File: src/rtl/output_switch_ctrl.sv
// output_switch_ctrl
//   Sequences a glitch-free change of the video output source:
//   blank -> wait vsync -> pulse HDMI TX reset -> flip mux -> (wait for
//   scanconverter PLL lock) -> wait vsync -> unblank.
//
// Ports
//   clk27      in   27 MHz clock, all logic on its rising edge
//   reset_n    in   asynchronous active-low reset
//   sel_req    in   requested source, 1=videogen, 0=scanconverter (level)
//   pll_lock   in   scanconverter PLL lock
//   vsync_in   in   VSYNC of the currently selected output, active-high
//   src_sel    out  applied output mux select
//   blank      out  forces DE/RGB to zero at the output mux
//   tx_reset_n out  active-low HDMI transmitter reset
//   busy       out  high while a switch sequence runs
//   done       out  one-cycle pulse at the end of a sequence
//   lock_err   out  sticky: last sequence timed out waiting for PLL lock
module output_switch_ctrl #(
  parameter int unsigned VS_TO       = 1350000,
  parameter int unsigned RST_CYCLES  = 27,
  parameter int unsigned LOCK_STABLE = 2700,
  parameter int unsigned LOCK_TO     = 2700000
) (
  input  logic clk27,
  input  logic reset_n,
  input  logic sel_req,
  input  logic pll_lock,
  input  logic vsync_in,
  output logic src_sel,
  output logic blank,
  output logic tx_reset_n,
  output logic busy,
  output logic done,
  output logic lock_err
);

  localparam int CW = 22;
  localparam logic [CW-1:0] VS_LAST   = CW'(VS_TO - 1);
  localparam logic [CW-1:0] RST_LAST  = CW'(RST_CYCLES - 1);
  localparam logic [CW-1:0] STAB_LAST = CW'(LOCK_STABLE - 1);
  localparam logic [CW-1:0] LOCK_LAST = CW'(LOCK_TO - 1);

  typedef enum logic [2:0] {
    IDLE, BLANK_WAIT, TX_RST, SWITCH, LOCK_WAIT, UNBLANK_WAIT
  } state_e;

  state_e         state_q, state_d;
  logic [CW-1:0]  cnt_q, cnt_d, cnt_inc;
  logic [CW-1:0]  stab_q, stab_d, stab_inc;
  logic           vs_prev_q;
  logic           target_q, target_d;
  logic           src_sel_q, src_sel_d;
  logic           blank_q, blank_d;
  logic           txrst_n_q, txrst_n_d;
  logic           busy_q, busy_d;
  logic           done_q, done_d;
  logic           lock_err_q, lock_err_d;
  logic           vs_edge;

  assign vs_edge  = vsync_in & ~vs_prev_q;
  // saturating increments: counters never wrap
  assign cnt_inc  = (cnt_q  == '1) ? cnt_q  : cnt_q  + 1'b1;
  assign stab_inc = (stab_q == '1) ? stab_q : stab_q + 1'b1;

  always_comb begin
    state_d    = state_q;
    cnt_d      = cnt_inc;
    stab_d     = stab_q;
    target_d   = target_q;
    src_sel_d  = src_sel_q;
    blank_d    = blank_q;
    txrst_n_d  = txrst_n_q;
    busy_d     = busy_q;
    done_d     = 1'b0;
    lock_err_d = lock_err_q;
    case (state_q)
      IDLE: begin
        cnt_d  = '0;
        stab_d = '0;
        if (sel_req != src_sel_q) begin
          target_d   = sel_req;
          blank_d    = 1'b1;
          busy_d     = 1'b1;
          lock_err_d = 1'b0;
          state_d    = BLANK_WAIT;
        end
      end
      BLANK_WAIT: begin
        // timeout here just means no vsync arrived; not an error
        if (vs_edge || cnt_q == VS_LAST) begin
          txrst_n_d = 1'b0;
          cnt_d     = '0;
          state_d   = TX_RST;
        end
      end
      TX_RST: begin
        // mux flip and reset release are registered on SWITCH entry so
        // tx_reset_n is low for exactly RST_CYCLES and both are valid in SWITCH
        if (cnt_q == RST_LAST) begin
          txrst_n_d = 1'b1;
          src_sel_d = target_q;
          cnt_d     = '0;
          state_d   = SWITCH;
        end
      end
      SWITCH: begin
        cnt_d   = '0;
        stab_d  = '0;
        state_d = target_q ? UNBLANK_WAIT : LOCK_WAIT;
      end
      LOCK_WAIT: begin
        stab_d = pll_lock ? stab_inc : '0;
        // lock-stable checked first so it wins a same-cycle timeout
        if (pll_lock && stab_q == STAB_LAST) begin
          cnt_d   = '0;
          stab_d  = '0;
          state_d = UNBLANK_WAIT;
        end else if (cnt_q == LOCK_LAST) begin
          // blank stays asserted: the output is not trustworthy
          lock_err_d = 1'b1;
          done_d     = 1'b1;
          busy_d     = 1'b0;
          cnt_d      = '0;
          stab_d     = '0;
          state_d    = IDLE;
        end
      end
      UNBLANK_WAIT: begin
        if (vs_edge || cnt_q == VS_LAST) begin
          blank_d = 1'b0;
          busy_d  = 1'b0;
          done_d  = 1'b1;
          cnt_d   = '0;
          state_d = IDLE;
        end
      end
      default: begin
        cnt_d   = '0;
        stab_d  = '0;
        state_d = IDLE;
      end
    endcase
  end

  always_ff @(posedge clk27 or negedge reset_n) begin
    if (!reset_n) begin
      state_q    <= IDLE;
      cnt_q      <= '0;
      stab_q     <= '0;
      vs_prev_q  <= 1'b0;
      target_q   <= 1'b1;
      src_sel_q  <= 1'b1;
      blank_q    <= 1'b0;
      txrst_n_q  <= 1'b1;
      busy_q     <= 1'b0;
      done_q     <= 1'b0;
      lock_err_q <= 1'b0;
    end else begin
      state_q    <= state_d;
      cnt_q      <= cnt_d;
      stab_q     <= stab_d;
      vs_prev_q  <= vsync_in;
      target_q   <= target_d;
      src_sel_q  <= src_sel_d;
      blank_q    <= blank_d;
      txrst_n_q  <= txrst_n_d;
      busy_q     <= busy_d;
      done_q     <= done_d;
      lock_err_q <= lock_err_d;
    end
  end

  assign src_sel    = src_sel_q;
  assign blank      = blank_q;
  assign tx_reset_n = txrst_n_q;
  assign busy       = busy_q;
  assign done       = done_q;
  assign lock_err   = lock_err_q;

endmodule

File: config.mk
export PLATFORM = sky130hd
export DESIGN_NAME = output_switch_ctrl
export DESIGN_NICKNAME = d
export VERILOG_FILES = /design/src/rtl/output_switch_ctrl.sv
export SDC_FILE = /design/constraint.sdc
export NUM_CORES = 1
export LEC_CHECK = 0
export CORE_MARGIN = 5
export CORE_UTILIZATION = 62
export DETAILED_ROUTE_END_ITERATION = 10
export PLACE_DENSITY = 0.83
export SETUP_SLACK_MARGIN = 0.3
export SYNTH_ARGS = -nofsm -noshare
export SYNTH_HDL_FRONTEND = slang
export SYNTH_SLANG_ARGS = --single-unit
File: constraint.sdc
create_clock -name clk27 -period 5.2 [get_ports clk27]
set_input_delay 1.04 -clock clk27 [delete_from_list [all_inputs] [get_ports clk27]]
set_output_delay 1.04 -clock clk27 [all_outputs]
set_load 0.02 [all_outputs]
==> results of run 1 <==
[area by class of cell]
class                   count  area [um2]
flip-flops and latches     55        1380
inverters                  13        48.8
well taps                  67        83.8
clock buffers               6        72.6
fillers                   414        1480
clock inverters             2        12.5
multi-input cells         261        1630
repair buffers             13         118
[power by group through the flow]
stage | registers [mW] | clock network, mW | logic (mW)
global route | 0.501 | 0.254 | 0.324
global placement | 0.503 | 0 | 0.284
detailed placement | 0.503 | 0 | 0.291
floorplan | 0.484 | 0 | 0.242
CTS | 0.495 | 0.238 | 0.292
finish | 0.496 | 0.231 | 0.292
[kinds of logic (layout without fill, tap and decap cells)]
kind of cell | Yosys count | count (layout)
AND/OR/NAND/NOR | 161 | 161
AO/OA/AOI/OAI | 75 | 75
flip-flops | 55 | 55
buffers and inverters | 26 | 34
XOR/XNOR | 21 | 21
adder cells (fa/ha/maj) | 3 | 3
multiplexers | 1 | 1
[final timing paths]
path	end	from	slack, ns
worst max-delay path	stab_q[3]	pll_lock	1.72
worst min-delay path	target_q	target_q	0.51
worst max register to register	stab_q[3]	cnt_q[0]	2.35
worst min register to register	target_q	target_q	0.51
max in group asynchronous	stab_q[3]	reset_n	3.90
min in group asynchronous	cnt_q[2]	reset_n	0.86
[worst min-delay path, delay by kind of cell (launching register included)]
family             cells  cell delay [ns]
DFF                    1             0.39
AOI/OAI and AO/OA      2             0.12
[per-layer routing]
layer  routed length (um)  share of wire (%)  global-route usage (%)  up-vias
met5                    0                  0                       0        -
met4                   93                1.5                    7.94        0
met3                  341                5.4                    3.99        8
met2                 2990                 47                    35.9       77
met1                 2950                 46                    29.4     1248
li1                     -                  -                       -     1276
[metrics by stage]
step	area [um2]	power, mW
floorplan	3120	0.726
global placement	3260	0.787
detailed placement	3260	0.794
CTS	3340	1.02
global route	3340	1.08
finish	3340	1.02
[cell usage in the layout, fill, tap and decap left out, drive strengths merged, types with 3 or more instances in the layout]
master,instances
a211oi,3
a21oi,24
a31oi,8
and2,3
and3,9
and4,7
buf,4
clkbuf,6
clkdlybuf4s50,9
dfrtp,52
dfstp,3
ha,3
inv,13
nand2,20
nand2b,5
nand3,22
nand4,16
nor2,37
nor3,7
nor4,8
o21ai,22
o31ai,4
or3,10
or4,7
xnor2,8
xor2,13
==> flow_summary.toml, run 1 <==
[outcome]
status = "finished clean"

[cells_and_area]
areaGrowthSynthToFinish_pct = 7.05
reg_top3 = "cnt_q (22), stab_q (22), state_q (3)"
antenna_cells = 0
finalNonFillerCells = 417
num-nets-final = 357
final_layout_size_suffix_gt1_share_pct = 7.43
finish.utilization_pct = 69.4

[critical_path]
cpPeakStageDelay_ns = 0.72
path_max_fanout = 14
worstSetupPathDepth = 8
worstPathArrival_ns = 3.62
startpoint_type = "primary input"
path_class = "in -> reg"
path_cells = "clkdlybuf4s50_1 -> nor4b_1 -> nand4_1 -> o311ai_4 -> nor3b_1 -> buf_4 -> nor2_1 -> a2111oi_0"
ff2ff_path_depth = 8
slowest_stage = "nor2_1"
path_buf_inv = 2
worst-endpoint-required_ns = 5.34
critPathTopFamily = "simple AND/OR/NAND/NOR gates"
endpoint_kind = "flip-flop"

[logic_synthesis]
syn_avg_cell_area_um2 = 9.13
yosys_warnings = 0
yosys-top-cells-area = "dfrtp_1, nor2_1, a21oi_1"
synth_mux_area_share_pct = 0.361
synth_cells = 342
synth_fp_nets = 350
ys_async_sr_fraction_pct = 100
synth.distinct_cells = 53
synth_compound_area_share_pct = 15.7
yosys_register_bits = 55
synthXorXnorAreaFrac_pct = 5.89
synth_common_cells = "dfrtp_1, nor2_1, a21oi_1"
synth_top_family_by_area = "simple AND/OR/NAND/NOR gates"
synth_edf_count = 0
synth_top_cell_area_share_pct = 41.7
synthSimpleGateAreaFrac_pct = 29.0
synth_top_cell_by_area = "dfrtp_1"
seq_area_frac_synth_pct = 44.2
synth_flop_cell = "dfrtp_1"
synth_fa_ha_area_share_pct = 1.20
synth_most_common_cell = "dfrtp_1"
synthesis.area_um2 = 3120

[placement]
gp_congestion = 0.901
hpwl_um = 4540
io_buffers = 10
dp.cells = 409
place_ws_ns = 1.43

[drt]
dr.first_iter.drc_count = 184
remaining_drc_errors = 0
routed_wl_um = 6370
dr_total_vias = 2609
ant_nets = 0
routedWlPerCell_um = 15.3
viasPerCell = 6.26
dr.pass1.iters = 5

[cts]
post_cts_resized = 0
clock_latency_ns = 0.31
cts-root-buf = "clkbuf_8"
cts.path.max_buffers = 2
cts_tree = "yes"
cts_setup_buffers = 0
clkTransAtPathRegs_ns = 0.10
cts.sinks = 55
cts_hold_buf = 0
numCtsBuffers = 5
htreeDepth = 2

[hold_path]
min_path_cells = 2
hp-class = "reg -> reg"

[timing]
skew_ns = 0.00832
finalSetupTns_ns = 0
whs_ns = 0.508
rsz0062_at_grt = "no"
worstMarginPinSlew_ns = 1.00
slew_headroom_pct = 33.0
final.min_clock_period_ns = 3.48
max_freq_mhz = 288
hold_viol = 0
fin_ws_ns = 1.72
setup_viol = 0
fin_crit_sh_pct = 66.9
finalMaxSlewViolations = 0

[grt]
grt_usage_pct = 22.0
globalRouteOverflowTotal = 0
first_global_vias = 2480
grt_pass1_wl_um = 11400
antenna_found_initial = 0
grt_max_degree = 56

[pwr]
seq_power_share_pct = 48.7
power_frac_clock_pct = 22.7
peakVddDrop_uv = 176
swShare_pct = 38.2
power.density_nw_per_um2 = 305
net-switching-power_uw = 389
internal_power_uw = 630
p_leak_nw = 1.29
comb_power_share_pct = 28.7

[die]
core-area_um2 = 4820
die_h_um = 81.0
die_w_um = 81.0
die-area_um2 = 6550
start_util_pct = 64.8
io_pins = 11
rows = 25

[job]
drv_cap = 0
Note: power is estimated with default switching activity, not from simulation.
==> run 2: changes to the inputs <==
Settings changed: CORE_UTILIZATION 62 to 55, PLACE_DENSITY 0.83 to 0.78.
Clock period 5.2 ns to 3 ns, I/O delays scaled along.
==> flow_summary.toml, run 2 (synthesis results as in run 1) <==
[outcome]
status = "finished clean"

[timing]
max_freq_mhz = 392
slew_headroom_pct = 46.3
worstMarginPinSlew_ns = 0.805
fin_crit_sh_pct = 85.1
hold_viol = 0
whs_ns = 0.383
finalMaxSlewViolations = 0
finalSetupTns_ns = 0
rsz0062_at_grt = "no"
final.min_clock_period_ns = 2.55
skew_ns = 0.00993
setup_viol = 0

[cells_and_area]
final_layout_size_suffix_gt1_share_pct = 11.3
finalNonFillerCells = 436
areaGrowthSynthToFinish_pct = 12.0
final_cell_mix = "dfrtp_1, nor2_1, a21oi_1, nand3_1, o21ai_0"
fill_cells = 448
antenna_cells = 0
layout_commonest_cell = "dfrtp_1"
register_area_um2 = 1380
finish.utilization_pct = 63.5
multi_input_area_um2 = 1660
final_area_um2 = 3500
reg_top3 = "cnt_q (22), stab_q (22), state_q (3)"
num-nets-final = 371

[critical_path]
path_cells = "clkdlybuf4s50_1 -> nor4b_1 -> nand4_1 -> o311ai_4 -> buf_4 -> nor3_2 -> or4_1 -> a21oi_1"
startpoint_type = "primary input"
worstPathArrival_ns = 2.79
ff2ff_path_depth = 7
slowest_stage = "clkdlybuf4s50_1"
path_buf_inv = 2
rrSetupSlack_ns = 0.50
critPathTopFamily = "simple AND/OR/NAND/NOR gates"
crit_start = "pll_lock"
path_max_fanout = 11
cpPeakStageDelay_ns = 0.50
endpoint_kind = "flip-flop"
worst-endpoint-required_ns = 3.24
path_class = "in -> reg"
reg2reg_to = "stab_q[11]"
endpoint = "stab_q[13]"
reg2reg_from = "stab_q[0]"
worstSetupPathDepth = 8

[placement]
dp.cells = 421
dpl_cell_area_um2 = 3330
gp_congestion = 0.874
io_buffers = 10
hpwl_um = 4750

[drt]
ant_nets = 0
remaining_drc_errors = 0
dr.first_iter.drc_count = 251
dr.pass1.iters = 5
routed_wl_um = 6910
dr_total_vias = 2754
viasPerCell = 6.32
routedWlPerCell_um = 15.8

[cts]
cts_tree = "yes"
clkTransAtPathRegs_ns = 0.10
cts_hold_buf = 0
htreeDepth = 2
cts-root-buf = "clkbuf_8"
cts.sinks = 55
cts.path.max_buffers = 2
numCtsBuffers = 5
clock_latency_ns = 0.31

[grt]
first_global_vias = 2481
antenna_found_initial = 0
globalRouteOverflowTotal = 0
grt_usage_pct = 19.1
grt_pass1_wl_um = 11600
grt_max_degree = 38
top_usage_layer = "met2"
met2_usage_pct = 29.2
grtUsageMet3_pct = 2.43
grt.met1_usage_pct = 28.3

[die]
io_pins = 11
die_h_um = 85.3
die_w_um = 85.3
rows = 27
core-area_um2 = 5510
die-area_um2 = 7280
start_util_pct = 56.7

[hold_path]
hp-class = "in -> async"

[pwr]
p_leak_nw = 1.37
peakVddDrop_uv = 284
power.density_nw_per_um2 = 556

[job]
drv_cap = 0
run 2: changes by cell type in the layout (fill, tap and decap cells not counted):
cell        previous run  this run
nor3_4                 0         1
clkbuf_8               5         7
buf_4                  3        14
nor3b_2                0         1
clkinvlp_4             1         0
clkinv_2               1         0
nor3_2                 1         2
nor3b_1                1         0
buf_12                 0         1
run 2: metal layers:
layer  part of all wire (%)  routed length [um]
met5                      0                   0
met4                    1.3                  93
met3                    6.8                 471
met2                     44                3060
met1                     47                3280
run 2: area by class of cell:
type                            count  share of cell area (%)
Tap cell                           72                    2.58
Sequential cell                    55                    39.5
Inverter                           13                    1.40
Multi-Input combinational cell    263                    47.4
Clock buffer                        8                    2.86
Timing Repair Buffer               25                    6.30
run 2: per-stage QoR:
| stage | worst slack (ns) | power (mW) |
|---|---|---|
| after global placement | 0.0236 | 1.48 |
| after CTS | 0.336 | 1.94 |
| after global routing | 0.324 | 2.06 |
| after floorplan | 0.748 | 1.26 |
| after detailed placement | -0.106 | 1.49 |
| final | 0.447 | 1.94 |
run 2: worst min path at each step:
stage,startpoint,endpoint,depth (start not counted)
floorplan,reset_n,blank,0
global placement,target_q,target_q,2
detailed placement,blank,blank,1
CTS,reset_n,cnt_q[17],1
global route,reset_n,vs_prev_q,1
finish,reset_n,cnt_q[6],1
run 2: what timing repair did:
| action | 4_1_cts | 5_1_grt |
|---|---|---|
| gates cloned | 0 | 2 |
| pin swaps | 0 | 4 |
| gates resized for setup | 1 | 1 |
| setup buffers | 0 | 5 |
| endpoints found under the setup margin | 17 | 17 |
run 2: power breakdown:
part	switching [mW]	leakage [nW]	internal (mW)
Combinational	0.397	0.574	0.236
Sequential	0.0797	0.740	0.786
Clock	0.234	0.0515	0.211
run 2: worst reg2reg max path, delay by kind of cell, from the launching register on:
kind,cells,cell delay (ns)
DFF,1,0.44
AOI/OAI and AO/OA,1,0.06
and+or+nand+nor,5,1.64
adders and majority gates,1,0.26
